[config.mk]
export PLATFORM = sky130hd
export DESIGN_NAME = audio_fifo_wr_arb
export DESIGN_NICKNAME = d
export VERILOG_FILES = /design/src/rtl/audio_fifo_wr_arb.sv
export SDC_FILE = /design/constraint.sdc
export NUM_CORES = 1
export LEC_CHECK = 0
export CAP_MARGIN = 20
export CORE_MARGIN = 5
export CORE_UTILIZATION = 30
export DETAILED_ROUTE_END_ITERATION = 16
export PLACE_DENSITY = 0.78
export SKIP_LAST_GASP = 1
export SLEW_MARGIN = 10
export SYNTH_ARGS = -nofsm -noshare
export SYNTH_HDL_FRONTEND = slang
export SYNTH_SLANG_ARGS = --single-unit
[constraint.sdc]
create_clock -name clk -period 2.1 [get_ports clk]
set_input_delay 0.42 -clock clk [delete_from_list [all_inputs] [get_ports clk]]
set_output_delay 0.42 -clock clk [all_outputs]
set_load 0.01 [all_outputs]
[src/rtl/audio_fifo_wr_arb.sv]
// Four-requester round-robin burst arbiter feeding an audio prefetch FIFO write port.
// Optional macro AUDIO_FIFO_ARB_ABORT_EN: a valid gap from the granted requester ends its burst early.
module audio_fifo_wr_arb #(
  parameter int unsigned DATA_WIDTH = 16,
  parameter int unsigned BURST_LEN  = 16
) (
  input  logic                    clk,
  input  logic                    rst_n,
  input  logic [3:0]              req_valid,
  input  logic [4*DATA_WIDTH-1:0] req_data,
  output logic [3:0]              req_ready,
  output logic [DATA_WIDTH-1:0]   fifo_wr_data,
  output logic                    fifo_wr_en,
  input  logic                    fifo_wr_vld,
  output logic [3:0]              gnt,
  output logic                    busy
);

  localparam int unsigned CW = $clog2(BURST_LEN + 1);

  typedef enum logic {
    IDLE,
    BURST
  } state_t;

  state_t          state_q;
  logic [3:0]      gnt_q;
  logic            busy_q;
  logic [1:0]      last_ptr_q;
  logic [CW-1:0]   cnt_q;
  logic [1:0]      pick_d;
  logic            last_beat;

  // Scan from farthest to nearest so the requester closest after last_ptr wins.
  always_comb begin
    logic [1:0] cand;
    pick_d = last_ptr_q;
    cand   = last_ptr_q;
    for (int unsigned i = 4; i >= 1; i--) begin
      cand = last_ptr_q + 2'(i);
      if (req_valid[cand]) pick_d = cand;
    end
  end

  // While busy, last_ptr_q is the index of the current grant.
  assign fifo_wr_en   = busy_q & req_valid[last_ptr_q] & fifo_wr_vld;
  assign req_ready    = gnt_q & {4{fifo_wr_vld}};
  assign fifo_wr_data = busy_q ? req_data[32'(last_ptr_q)*DATA_WIDTH +: DATA_WIDTH] : '0;
  assign gnt          = gnt_q;
  assign busy         = busy_q;
  assign last_beat    = (cnt_q == CW'(BURST_LEN - 1));

  always_ff @(posedge clk or negedge rst_n) begin
    if (!rst_n) begin
      state_q    <= IDLE;
      gnt_q      <= '0;
      busy_q     <= 1'b0;
      last_ptr_q <= 2'd3;
      cnt_q      <= '0;
    end else begin
      case (state_q)
        IDLE: begin
          if (|req_valid) begin
            state_q    <= BURST;
            busy_q     <= 1'b1;
            gnt_q      <= 4'b0001 << pick_d;
            last_ptr_q <= pick_d;
            cnt_q      <= '0;
          end
        end
        BURST: begin
          if (fifo_wr_en) begin
            cnt_q <= cnt_q + 1'b1;
            if (last_beat) begin
              state_q <= IDLE;
              busy_q  <= 1'b0;
              gnt_q   <= '0;
            end
          end
`ifdef AUDIO_FIFO_ARB_ABORT_EN
          else if (!req_valid[last_ptr_q] && fifo_wr_vld) begin
            state_q <= IDLE;
            busy_q  <= 1'b0;
            gnt_q   <= '0;
          end
`endif
        end
        default: begin
          state_q <= IDLE;
          busy_q  <= 1'b0;
          gnt_q   <= '0;
        end
      endcase
    end
  end

endmodule

# Yosys cells after proc, flatten, opt, wreduce, memory -nomap -nowiden
# Cells that the tools add are included.
[totals]
register_bits = 13
input_bits = 71
output_inout_bits = 26
elab_cells = 54
[op_classes]
add_sub_neg = 4
order_cmp = 4
eq_ne = 4
n_shift = 2
n_mux = 27
n_bitwise = 4
reduce_logical = 4
[op_table]
columns = ["op", "count"]
rows = [
  ["64-bit by 7-bit indexed part select with 16-bit output", 1],
  ["16-bit two-way mux", 1],
  ["2-bit by 3-bit < comparator with 1-bit output (second input constant)", 4],
  ["4-bit two-way mux", 3],
  ["1-bit two-way mux", 10],
  ["5-bit two-way mux", 2],
  ["5-bit one-hot mux with 2 select lines", 1],
  ["1-bit binary-select mux with 2-bit select", 4],
  ["4-bit one-hot mux with 2 select lines", 1],
  ["2-bit two-way mux", 3],
  ["5-bit by 1-bit adder with 5-bit output (second input constant)", 1],
  ["5-bit by 4-bit equality test with 1-bit output (second input constant)", 1],
  ["2-bit adder (second input constant)", 2],
  ["4-bit AND", 1],
  ["2-bit != test (second input constant)", 2],
  ["1-bit one-hot mux with 2 select lines", 2],
  ["2-bit AND reduction", 2],
  ["4-bit OR reduction", 1],
  ["1-bit by 2-bit << shifter with 4-bit output (first input constant)", 1],
  ["3-bit AND reduction", 1],
  ["2-bit by 1-bit adder with 2-bit output (second input constant)", 1],
  ["1-bit AND", 2],
  ["2-bit by 1-bit != test with 1-bit output (second input constant)", 1],
  ["1-bit NOT", 1],
]

# Longest topological paths before layout
[depth]
word_depth = 9
depth_mapped = 6
ltp_nobuf = 5

# Worst setup path before layout
# No wires, ideal clock.
[synth_path]
kind = "register -> output"
startpoint = "reg last_ptr_q[1]"
endpoint = "out fifo_wr_data[10]"
t_arrival_ns = 1.572
required_ns = 1.680
setup_slack_ns = 0.108
path_stages_with_launch = 6
path_buffers = 3
cell_sequence = "dfstp_2 > buf_2 > buf_2 > buf_2 > mux4_2 > and2_1"
[synth_between]
elab_chain_len = 2
[synth_rtl]
columns = ["item", "line", "source"]
rows = [
  ["start: declaration", "29", "logic [1:0] last_ptr_q;"],
  ["start signal: assignment", "67", "last_ptr_q <= pick_d;"],
  ["64-bit by 7-bit indexed part select with 16-bit output", "48", "assign fifo_wr_data = busy_q ? req_data[32'(last_ptr_q)*DATA_WIDTH +: DATA_WIDTH] : '0;"],
  ["16-bit two-way mux", "48", ""],
  ["end: declaration", "12", "output logic [DATA_WIDTH-1:0] fifo_wr_data,"],
]
# Every way passes these cells.

# Final worst setup path
[layout_path]
startpoint = "reg last_ptr_q[0]"
endpoint = "out fifo_wr_data[6]"
# The elaborated chain is that of the path after synthesis.

==> flow_metrics.env <==
export IMPL_placed_cell_area_mm2=0.00241
export IMPL_syn_cell_area_mm2=0.00127
export IMPL_grt_usage_pct=15.0
export IMPL_rsz0062_at_grt="true"
export IMPL_clk_pin_slew_worst_paths_ns=0.06
export IMPL_place_gp_congestion=0.740
export IMPL_core_area_mm2=0.00406
export IMPL_worstPathRequired_ns=1.68
export IMPL_violations="setup timing"
export IMPL_hold_slack_ns=0.510
export IMPL_fin_nets=297
export IMPL_yosysUniqueCellTypes=35
export IMPL_drtAntennaViolNets=0
export IMPL_grt_max_degree=14
export IMPL_cts_tree="yes"
export IMPL_n_antenna_cell=0
export IMPL_ys_ff_latch=13
export IMPL_setup_violations=16
export IMPL_synth_avg_cell_area_um2=11.2
export IMPL_synth_edff_count=0
export IMPL_status="complete, but fails checks"
export IMPL_cts_sinks=13
export IMPL_die_h_um=75.1
export IMPL_hold_buffers=0
export IMPL_clk_path_buf_depth=2
export IMPL_leakage_nw=1.05
export IMPL_worst_pin_slew_ns=0.591
export IMPL_fin_util_pct=61.9
export IMPL_final_min_clock_period_ns=2.23
export IMPL_grt_first_pass_wirelength_um=6570
export IMPL_yosys_top_cells_area="mux4_2, dfrtp_1, and2_1"
export IMPL_critPathLaunchType="register"
export IMPL_layout_area_overhead_vs_synth_pct=97.6
export IMPL_die_area_mm2=0.00563
export IMPL_synth_area_leader_cell="mux4_2"
export IMPL_layout_setup_ws_ns=-0.133
export IMPL_drc_errors=0
export IMPL_synth_async_reset_ratio_pct=100
export IMPL_routed_wl_um=4470
export IMPL_cp_arrival_ns=1.81
export IMPL_drv_cap=0
export IMPL_drive_gt1_share_pct=35.0
export IMPL_final_common_cell="clkdlybuf4s50_1"
export IMPL_syn_nets=186
export IMPL_fin_skew_ns=0.000637
export IMPL_place_hpwl_um=3720
export IMPL_start_util_pct=31.3
export IMPL_finalPower_w=0.00204
export IMPL_hp_class="reg2reg"
export IMPL_fmax_ghz=0.448
export IMPL_cp_max_fo=8
export IMPL_hold_violations=0
export IMPL_ir_drop_mv=0.585
export IMPL_grt_pass1_vias=1382
export IMPL_ys_warn_count=0
export IMPL_portBuffers=96
export IMPL_cts_max_level=1
export IMPL_period_share_pct=106
export IMPL_num_io_pins=97
export IMPL_fin_area_mm2=0.00251
export IMPL_yosysSeqAreaShare_pct=25.8
export IMPL_final_cell_mix="clkdlybuf4s50_1, mux4_2, buf_4, and2_4, buf_6"
export IMPL_grt_ovfl_total=0
export IMPL_drv_slew=0
export IMPL_antenna_found_initial=0
export IMPL_vias=1353
export IMPL_synth_top_area_share_pct=28.4
export IMPL_crit_type="reg2out"
export IMPL_powerDensity_mw_per_mm2=812
export IMPL_tns_ns=-1.38
export IMPL_cp_end_kind="output port"
export IMPL_cts_buffers=3
export IMPL_die_x_um=75.1
export IMPL_syn_inst=113
export IMPL_avgRoutedWirePerCell_um=16.4
export IMPL_clkLatencyLatePin_ns=0.24
export IMPL_viasPerCell=4.96
export IMPL_ys_flop_type="dfrtp_1"
export IMPL_drt_pass1_iterations=4
export IMPL_root_buffer="clkbuf_8"
export IMPL_slew_headroom_pct=60.5
export IMPL_rows=23
export IMPL_initialDrtViolationCount=40
## area by class of cell
cell class | instances | area, um2
fillers | 338 | 1550
flip-flops and latches | 13 | 328
multi-input cells | 91 | 955
inverters | 1 | 3.75
clock buffers | 4 | 45.0
well taps | 50 | 62.6
repair buffers | 114 | 1120
## routing by layer
layer  global-route usage, %  part of all wire (%)  wire length, um
met2                    26.4                    50             2250
met1                    18.4                    37             1680
met5                       0                     0                0
met4                    4.15                   1.9               84
met3                    3.07                    10              458
## path summary, 6_finish.rpt
| check | start | end | slack [ns] | cells after the start |
|---|---|---|---|---|
| hold / removal | gnt[0] | gnt[0] | 0.51 | 1 |
| setup / recovery | last_ptr_q[0] | fifo_wr_data[6] | -0.13 | 5 |
| min in group asynchronous | rst_n | cnt_q[2] | 0.55 | 1 |
| max in group asynchronous | rst_n | gnt[3] | 1.17 | 1 |
| hold reg to reg | gnt[0] | gnt[0] | 0.51 | 1 |
| setup reg to reg | last_ptr_q[0] | gnt[1] | 0.20 | 8 |
## Yosys cell counts (2+ instances only)
library cell	number
ha_1	2
mux2_2	2
mux4_2	16
or2b_1	2
o2bb2ai_1	2
a31oi_1	2
nor2_1	5
a21o_1	3
nand3b_1	2
buf_2	4
nand2_1	10
dfstp_2	2
nand3_1	3
nor2b_1	2
clkbuf_1	3
dfrtp_1	11
mux2i_1	4
and2_1	21
## flip-flops by register name, summed over array words and instances (netlist names)
signal	flops
state_q	1
cnt_q	5
last_ptr_q	2
gnt	4
busy	1
## power by group
part / internal [W] / switching [W] / total [W]
combinational: 0.000890 / 0.000503 / 0.00139
clock: 0.000134 / 0.0000935 / 0.000228
sequential: 0.000335 / 0.0000814 / 0.000416
total: 0.00136 / 0.000678 / 0.00204
## cells by family after synthesis
group | count (synthesis) | synth area share [%]
flip-flops | 13 | 25.8
AO/OA/AOI/OAI | 16 | 12.2
XOR/XNOR | 1 | 0.690
AND/OR/NAND/NOR | 50 | 22.7
multiplexers | 22 | 33.3
buffers and inverters | 9 | 3.35
adder cells (fa/ha/maj) | 2 | 1.97
## metrics by stage
| stage | cells | worst slack [ns] |
|---|---|---|
| floorplan | 113 | 0.108 |
| global placement | 267 | -0.250 |
| detailed placement | 267 | -0.265 |
| CTS | 272 | -0.153 |
| global route | 273 | -0.195 |
| finish | 273 | -0.133 |
## worst max-delay path: stages (launching register included)
cell and delay (ns):
dfstp_2 0.56, buf_6 0.11, buf_12 0.12, mux4_2 0.50, and2_4 0.15, buf_6 0.11
## timing repair
| action | 4_1_cts | 5_1_grt |
|---|---|---|
| endpoints found under the hold margin | 0 | 0 |
| pin swaps | 10 | 2 |
| buffers inserted | 1 | 1 |
| endpoints found under the setup margin | 21 | 17 |
| gates resized for setup | 79 | 20 |
(Power assumes the default switching activity.)
